### src/rtl/jtpopeye_vtimer_pkg.sv
// Shared geometry defaults and flag types for the Popeye video timer.
// The DMA and object blocks import these so there is one 384x264 definition.
package jtpopeye_vtimer_pkg;

    localparam int DEF_HW       = 9;
    localparam int DEF_VW       = 9;
    localparam int DEF_HTOTAL   = 384;
    localparam int DEF_HB_START = 256;
    localparam int DEF_HB_END   = 0;
    localparam int DEF_HS_START = 288;
    localparam int DEF_HS_END   = 320;
    localparam int DEF_VTOTAL   = 264;
    localparam int DEF_VB_START = 240;
    localparam int DEF_VB_END   = 16;
    localparam int DEF_VS_START = 248;
    localparam int DEF_VS_END   = 251;

    typedef struct packed {
        logic hb;
        logic hs;
        logic vb;
        logic vs;
    } vt_flags_t;

    // Window decode on plain integers, used to derive the reset-time flag values
    function automatic logic win_f(input int c, input int s, input int e);
        logic active;
        if (s < e) begin
            active = (c >= s) && (c < e);
        end else if (s > e) begin
            active = (c >= s) || (c < e);
        end else begin
            active = 1'b0;
        end
        return active;
    endfunction

endpackage

### src/rtl/jtpopeye_vtimer_win.sv
// Counter window decoder: active for S<=c<E, or wrapping through zero when S>E.
module jtpopeye_vtimer_win #(
    parameter int W = 9
) (
    input  logic [W-1:0] c,
    input  logic [W-1:0] S,
    input  logic [W-1:0] E,
    output logic         active
);

    // Equal start and end describes an empty window
    always_comb begin
        if (S < E) begin
            active = (c >= S) && (c < E);
        end else if (S > E) begin
            active = (c >= S) || (c < E);
        end else begin
            active = 1'b0;
        end
    end

endmodule

### src/rtl/jtpopeye_vtimer.sv
// Parametrised H/V timing generator with blanking, syncs, interlace field and
// a flip that only changes at frame start.
module jtpopeye_vtimer
    import jtpopeye_vtimer_pkg::*;
#(
    parameter int HW        = DEF_HW,
    parameter int VW        = DEF_VW,
    parameter int HTOTAL    = DEF_HTOTAL,
    parameter int HB_START  = DEF_HB_START,
    parameter int HB_END    = DEF_HB_END,
    parameter int HS_START  = DEF_HS_START,
    parameter int HS_END    = DEF_HS_END,
    parameter int VTOTAL    = DEF_VTOTAL,
    parameter int VB_START  = DEF_VB_START,
    parameter int VB_END    = DEF_VB_END,
    parameter int VS_START  = DEF_VS_START,
    parameter int VS_END    = DEF_VS_END,
    parameter int INTERLACE = 0
) (
    input  logic          clk,
    input  logic          rst,
    input  logic          pxl_cen,
    input  logic          flip_req,
    output logic [HW-1:0] H,
    output logic [VW-1:0] V,
    output logic [HW-1:0] Hf,
    output logic [VW-1:0] Vf,
    output logic          flip,
    output logic          HB,
    output logic          VB,
    output logic          LHBL,
    output logic          LVBL,
    output logic          HS,
    output logic          VS,
    output logic          hinit,
    output logic          vinit,
    output logic          field
);

    localparam logic [HW-1:0] H_LAST = HW'(HTOTAL - 1);
    localparam logic [HW-1:0] H_HALF = HW'(HTOTAL / 2);
    localparam logic [VW-1:0] V_LAST = VW'(VTOTAL - 1);

    // Flags presented together with H=0, V=0 while reset is held
    localparam vt_flags_t RST_FLAGS = {
        win_f(0, HB_START, HB_END),
        win_f(0, HS_START, HS_END),
        win_f(0, VB_START, VB_END),
        win_f(0, VS_START, VS_END)
    };

    if ((HTOTAL > (2 ** HW)) || (VTOTAL > (2 ** VW))) begin : g_bad_total
        $error("jtpopeye_vtimer: HTOTAL/VTOTAL exceed counter width");
    end
    if ((HB_START >= HTOTAL) || (HB_END >= HTOTAL) || (HS_START >= HTOTAL) ||
        (HS_END >= HTOTAL) || (VB_START >= VTOTAL) || (VB_END >= VTOTAL) ||
        (VS_START >= VTOTAL) || (VS_END >= VTOTAL)) begin : g_bad_window
        $error("jtpopeye_vtimer: window edge outside its counter range");
    end

    logic [HW-1:0] h_r;
    logic [VW-1:0] v_r;
    logic          field_r;
    logic          flip_r;
    logic          hinit_r;
    logic          vinit_r;
    vt_flags_t     flags_r;

    logic [HW-1:0] h_nxt_s;
    logic [VW-1:0] v_nxt_s;
    logic          field_nxt_s;
    logic [VW-1:0] vh_s;
    logic          hb_s;
    logic          hs_s;
    logic          vb_s;
    logic          vs_full_s;
    logic          vs_half_s;
    logic          vs_s;
    logic          frame_start_s;

    // Next counter state, shared by the counter load and the flag decoders
    always_comb begin
        v_nxt_s     = v_r;
        field_nxt_s = field_r;
        if (h_r == H_LAST) begin
            h_nxt_s = '0;
            if (v_r == V_LAST) begin
                v_nxt_s     = '0;
                field_nxt_s = (INTERLACE != 0) ? ~field_r : 1'b0;
            end else begin
                v_nxt_s = v_r + VW'(1);
            end
        end else begin
            h_nxt_s = h_r + HW'(1);
        end
    end

    // Line index that changes at mid-line, so field-1 VS edges land on H=HTOTAL/2
    always_comb begin
        if (h_nxt_s >= H_HALF) begin
            vh_s = v_nxt_s;
        end else if (v_nxt_s == '0) begin
            vh_s = V_LAST;
        end else begin
            vh_s = v_nxt_s - VW'(1);
        end
    end

    jtpopeye_vtimer_win #(.W(HW)) u_hb (
        .c(h_nxt_s), .S(HW'(HB_START)), .E(HW'(HB_END)), .active(hb_s)
    );
    jtpopeye_vtimer_win #(.W(HW)) u_hs (
        .c(h_nxt_s), .S(HW'(HS_START)), .E(HW'(HS_END)), .active(hs_s)
    );
    jtpopeye_vtimer_win #(.W(VW)) u_vb (
        .c(v_nxt_s), .S(VW'(VB_START)), .E(VW'(VB_END)), .active(vb_s)
    );
    jtpopeye_vtimer_win #(.W(VW)) u_vs_full (
        .c(v_nxt_s), .S(VW'(VS_START)), .E(VW'(VS_END)), .active(vs_full_s)
    );
    jtpopeye_vtimer_win #(.W(VW)) u_vs_half (
        .c(vh_s), .S(VW'(VS_START)), .E(VW'(VS_END)), .active(vs_half_s)
    );

    // Field 1 of an interlaced picture uses the half-line shifted sync
    always_comb begin
        if ((INTERLACE != 0) && field_nxt_s) begin
            vs_s = vs_half_s;
        end else begin
            vs_s = vs_full_s;
        end
    end

    assign frame_start_s = (h_nxt_s == '0) && (v_nxt_s == '0);

    // Counters and pre-decoded flags advance together on each pixel enable
    always_ff @(posedge clk or posedge rst) begin
        if (rst) begin
            h_r     <= '0;
            v_r     <= '0;
            field_r <= 1'b0;
            flip_r  <= 1'b0;
            hinit_r <= 1'b1;
            vinit_r <= 1'b1;
            flags_r <= RST_FLAGS;
        end else if (pxl_cen) begin
            h_r     <= h_nxt_s;
            v_r     <= v_nxt_s;
            field_r <= field_nxt_s;
            hinit_r <= (h_nxt_s == '0);
            vinit_r <= frame_start_s;
            flags_r <= {hb_s, hs_s, vb_s, vs_s};
            if (frame_start_s) begin
                flip_r <= flip_req;
            end
        end
    end

    assign H     = h_r;
    assign V     = v_r;
    assign Hf    = h_r ^ {HW{flip_r}};
    assign Vf    = v_r ^ {VW{flip_r}};
    assign flip  = flip_r;
    assign HB    = flags_r.hb;
    assign HS    = flags_r.hs;
    assign VB    = flags_r.vb;
    assign VS    = flags_r.vs;
    assign LHBL  = ~flags_r.hb;
    assign LVBL  = ~flags_r.vb;
    assign hinit = hinit_r;
    assign vinit = vinit_r;
    assign field = field_r;

endmodule

### config.mk
export PLATFORM = sky130hd
export DESIGN_NAME = jtpopeye_vtimer
export DESIGN_NICKNAME = d
export VERILOG_FILES = /design/src/rtl/jtpopeye_vtimer_pkg.sv /design/src/rtl/jtpopeye_vtimer_win.sv /design/src/rtl/jtpopeye_vtimer.sv
export SDC_FILE = /design/constraint.sdc
export NUM_CORES = 1
export LEC_CHECK = 0
export BUFFER_PORTS_ARGS = -buffer_cell sky130_fd_sc_hd__buf_2
export CAP_MARGIN = 10
export CORE_MARGIN = 3
export CORE_UTILIZATION = 54
export DETAILED_ROUTE_END_ITERATION = 6
export PLACE_DENSITY = 0.85
export SYNTH_ARGS = -nofsm -noshare
export SYNTH_HDL_FRONTEND = slang
export SYNTH_SLANG_ARGS = --single-unit
### constraint.sdc
create_clock -name clk -period 3.1 [get_ports clk]
set_input_delay 0.62 -clock clk [delete_from_list [all_inputs] [get_ports clk]]
set_output_delay 0.62 -clock clk [all_outputs]
set_load 0.01 [all_outputs]
Yosys cells after proc, flatten, opt, wreduce, memory -nomap -nowiden
Index checks and enable logic that the tools add are counted.
{ "op_classes": {"add_sub_neg": 2, "n_lt_le_gt_ge": 8, "n_eq_ne": 2, "mux": 3, "n_bitwise": 4, "reduce_logical": 8} }
{ "ops": {"columns": ["operator", "count"], "rows": [
  ["$mux W9", 3],
  ["$add A9 B1 Y9 const B", 2],
  ["$eq A9 B9 Y1 const B", 2],
  ["$ge A9 B8 Y1 const B", 2],
  ["$ge A9 B9 Y1 const B", 2],
  ["$logic_not A9 Y1", 2],
  ["$xor A9 B9 Y9", 2],
  ["$lt A9 B1 Y1 const B", 1],
  ["$lt A9 B5 Y1 const B", 1],
  ["$lt A9 B8 Y1 const B", 1],
  ["$lt A9 B9 Y1 const B", 1],
  ["$logic_and A1 B1 Y1", 3],
  ["$logic_or A1 B1 Y1", 2],
  ["$not A1 Y1", 2],
  ["$reduce_and A2 Y1", 1]
]} }
{ "totals": {"reg_bits": 25, "input_bits": 4, "output_inout_bits": 46, "wordCells": 36} }

Logic depth before layout (Yosys ltp)
{ "depth": {"ltp_word": 6, "mapped_depth": 8, "ltp_nobuf": 7} }

By module
A second synthesis with hierarchy kept.
{ "unflattened": {"hier_cells": 551, "hier_area_um2": 4326.6} }
{ "modules_own_cells": {"columns": ["module", "n_inst", "cells_each", "area_each_um2", "seq_area_each_um2"], "rows": [
  ["jtpopeye_vtimer_win", 4, 88, 628.1, 0.0],
  ["jtpopeye_vtimer", 1, 199, 1814.2, 629.4]
]} }

Worst setup path before layout
OpenSTA, ideal clock, no wires.
{ "synth_path": {"path_kind": "register to register", "from": "reg h_r[0] (netlist: H[0])", "to": "reg flip_r (netlist: flip)", "setup_time_ns": 0.128, "t_arrival_ns": 2.274, "required_time_ns": 2.972, "setup_slack_ns": 0.699, "path_stages_with_launch": 8, "n_path_buf": 0, "synth_period_minus_slack_ns": 2.401, "path_cell_list": "dfrtp_1 -> ha_1 -> nand4_1 -> nor4_4 -> mux2i_1 -> o211ai_1 -> nor4_4 -> mux2_1"} }
{ "synth_between": {"elab_chain_len": 5, "word_cells_on_any_way": 8, "classes_between": "1 x add/sub; 1 x eq/ne; 2 x mux; 4 x reduce/logical"} }
{ "synth_rtl": {"columns": ["item", "line", "rtl"], "rows": [
  ["start: declaration", "jtpopeye_vtimer.sv:61", "logic [HW-1:0] h_r;"],
  ["start signal: assignment", "jtpopeye_vtimer.sv:147", "h_r <= h_nxt_s;"],
  ["$add A9 B1 Y9 / $eq A9 B9 Y1 (equally long branches)", "jtpopeye_vtimer.sv:94, jtpopeye_vtimer.sv:85", null],
  ["$mux W9", "jtpopeye_vtimer.sv:85", "if (h_r == H_LAST) begin"],
  ["$logic_not A9 Y1", "jtpopeye_vtimer.sv:134", "assign frame_start_s = (h_nxt_s == '0) && (v_nxt_s == '0);"],
  ["$logic_and A1 B1 Y1 *", "jtpopeye_vtimer.sv:134", null],
  ["$reduce_and A2 Y1 (no source line) *", null, null],
  ["end signal: assignment", "jtpopeye_vtimer.sv:154", "flip_r <= flip_req;"],
  ["end: declaration", "jtpopeye_vtimer.sv:64", "logic flip_r;"]
]} }
Mark *: on every way between the ends. The rest lies on a longest branch, timed or not.
A chain may end at the register's enable or synchronous reset.

Worst setup path in the final report
Same ends and word-level chain as after synthesis.

==> parameters.txt <==
Parameter                              Value

GRT
  Pin count of the biggest net entering global routing ... 26
  Wire length of the first global-routing pass ... 7458 um
  Initial antenna violation count ... 0
  All-layer global routing usage ... 21.66%
  Vias in the first global route ... 1546
  Final global-route overflow total ... 0

Detailed routing
  First-iteration detailed-routing DRC count ... 110
  DRT Pass-1 Iters ... 4
  Routed via count ... 1688
  Count of unresolved DRC violations after routing ... 0
  DRT Wirelength ... 4394 um
  Number of nets with antenna violations after detailed routing ... 0
  Per-cell routed wire length ... 14.84 um
  DR vias/cell ... 5.703

Synthesis
  Synth Flop Type ... dfrtp_1
  Distinct cell type count after synthesis ... 53
  Synthesized netlist net count ... 223
  Flip-flop and latch count after synthesis ... 25
  Proportion of synthesized flip-flops having asynchronous set or reset ... 100.0%
  Number of synthesized flops with an enable pin ... 0
  Top cell type by total area after synthesis ... dfrtp_1
  Syn. warnings ... 0
  Syn Area/Cell ... 9.245 um2
  Sequential fraction of the synthesis area ... 31.52%
  Leading cell type by number of instances after synthesis ... dfrtp_1
  Post-Syn Area ... 1997 um2
  Fraction of synthesized cell area taken by the top area cell type ... 27.57%
  Number of cells produced by synthesis ... 216
  Leading post-synthesis cells by cell area ... dfrtp_1 28%, xor2_1 8.8%, dfstp_2 3.9%, buf_6 3.9%, xnor2_1 3.9%
  Top cell types by occurrence after synthesis ... 22 x dfrtp_1, 20 x nand2_1, 20 x xor2_1, 13 x nor2_1, 12 x o21ai_0

Timing
  Worst max-slew margin expressed relative to the limit ... 32.19%
  Setup-violating endpoint count in the final report ... 0
  Setup repair after global routing missed its margin ... false
  Hold violation total from the final report ... 0
  Upper clock frequency limit ... 382.5 MHz
  Post-Route Setup TNS ... 0 ns
  Setup clock skew after layout ... 0.007341 ns
  Final period util ... 84.33%
  Post-route minimum period ... 2.614 ns
  Worst slew pin tran ... 1.017 ns
  Max Slew Vio Count ... 0

Outcome
  Outcome ... finished clean

Setup path
  Setup Crit Path Kind ... flip-flop to flip-flop
  Worst path required time ... 3.26 ns
  CP Data Arrival Time ... 2.77 ns
  Element type at the critical path start ... flip-flop
  Critical-path maximum fanout ... 8
  CP endpoint kind ... flip-flop

Clocking
  CTS Hold Buffers Added ... 0
  TritonCTS clock tree ... built
  Count of buffers added by post-CTS timing repair for setup ... 0
  Number of sinks driven by the clock tree ... 25
  CTS Buffer Depth ... 2
  TritonCTS Buffers ... 3
  CTS H-tree lvls ... 1
  Clock root buffer ... clkbuf_8
  Worst skew pair latency ... 0.27 ns
  Post-CTS Resized ... 0
  Clock-pin slew reported for the worst setup and hold paths after clock tree synthesis ... 0.09 ns

Finish
  Area added between synthesis and finish ... 10.09%
  Number of nets in the layout ... 258
  Proportion of layout cells with a drive suffix above 1 ... 29.60%
  Fill cell instance count of the final layout ... 298
  Inserted Diodes ... 0
  Post-Layout Cell Count ... 296
  Final core utilization ... 63.87%

Power
  Worst supply voltage drop on vdd ... 0.5217 mV
  Sum of internal, switching and leakage power ... 0.001175 W
  Share of total power consumed by net switching ... 41.24%
  Switch Pwr ... 0.0004848 W
  Internal power component ... 0.0006906 W
  Static power due to leakage ... 1.088 nW
  Power density cells ... 534.6 nW/um2
  Proportion of power drawn by combinational gates ... 37.8%
  Clk network pwr share ... 16.8%
  Portion of total power attributed to sequential cells ... 45.4%

Die
  Die boundary height ... 66.81 um
  Initial standard-cell utilization of the core ... 58.02%
  DIE AREA ... 4464 um2
  Core outline area ... 3442 um2
  Io pins ... 50
  Horizontal die dimension ... 66.81 um
  # rows ... 21

Placement
  Final estimated routing congestion in global placement ... 0.8610
  DP HPWL ... 3163 um
  Count of port buffers added during placement ... 48
  Number of placed instances, taps included ... 292

Hold path
  Worst hold path type ... flip-flop to flip-flop

Run
  Number of max-capacitance violations reported ... 0
-- cells in the final DEF (no fill, tap or decap), types with 5 or more instances in the layout --
master | synthesis | final
a21o_1 | 5 | 5
a21oi_1 | 11 | 11
buf_2 | 2 | 48
dfrtp_1 | 22 | 22
inv_1 | 7 | 7
nand2_1 | 20 | 20
nand3_1 | 8 | 8
nor2_1 | 13 | 13
nor3_1 | 7 | 7
o21ai_0 | 12 | 12
xnor2_1 | 9 | 9
xor2_1 | 20 | 20
-- state kept, by name, indices dropped and copies added (netlist names) --
name	count
H	9
HB	1
HS	1
V	9
VB	1
VS	1
flip	1
hinit	1
vinit	1
-- metal layers --
metal	routed length (um)	track usage (%)	vias up	part of all wire [%]
met3	249	3.204	4	5.7
li1	-	-	824	-
met1	2147	30.35	805	49
met2	1949	34.28	55	44
met4	48	6.599	0	1.1
met5	0	0	-	0
-- power groups by stage --
stage / clock network, W / registers [W] / logic [W]
3_3_place_gp: 0 / 0.000534 / 0.000443
5_1_grt: 0.000214 / 0.000553 / 0.000494
4_1_cts: 0.000199 / 0.000529 / 0.000450
6_report: 0.000197 / 0.000534 / 0.000444
3_5_place_dp: 0 / 0.000536 / 0.000447
2_1_floorplan: 0 / 0.000478 / 0.000389
-- final timing paths --
kind,startpoint,slack (ns),cells past startpoint,to
min in group asynchronous,rst,0.53,2,V[4]
max reg2reg,H[0],0.49,7,flip
min reg2reg,HS,0.49,1,HS
max in group asynchronous,rst,2.01,2,H[3]
max,H[0],0.49,7,flip
min,HS,0.49,1,HS
-- cell type report --
class                   instances  area (um2)  area share, %
clock buffers                   4       45.04          2.049
inverters                       7       26.28          1.195
multi-input cells             164        1185          53.90
flip-flops and latches         25       629.4          28.63
well taps                      46       57.56          2.618
repair buffers                 50       255.2          11.61
-- through the flow --
step           area, um2  setup WS, ns  hold slack, ns
4_1_cts             2198        0.4806          0.5004
5_1_grt             2198        0.2932          0.5174
3_5_place_dp        2153        0.4882          0.4729
6_report            2198        0.4857          0.4903
2_1_floorplan       1997        0.6987          0.4862
3_3_place_gp        2153        0.6080          0.4673
-- critical path: stages, from the launching register on --
cell and delay, ns:
dfrtp_1 0.47, ha_1 0.36, nand4_1 0.22, nor4_4 0.40, mux2i_1 0.29, o211ai_1 0.21, nor4_4 0.21, mux2_1 0.35
-- logic make-up after synthesis --
| logic type | after synthesis | share of synthesized area [%] |
|---|---|---|
| AND/OR/NAND/NOR | 81 | 26.25 |
| adder cells (fa/ha/maj) | 3 | 1.880 |
| XOR/XNOR | 29 | 12.72 |
| AO/OA/AOI/OAI | 45 | 15.60 |
| multiplexers | 5 | 2.694 |
| other | 1 | 0.1878 |
| buffers and inverters | 27 | 9.148 |
| flip-flops | 25 | 31.52 |
Power figures use the tool's default switching activity.
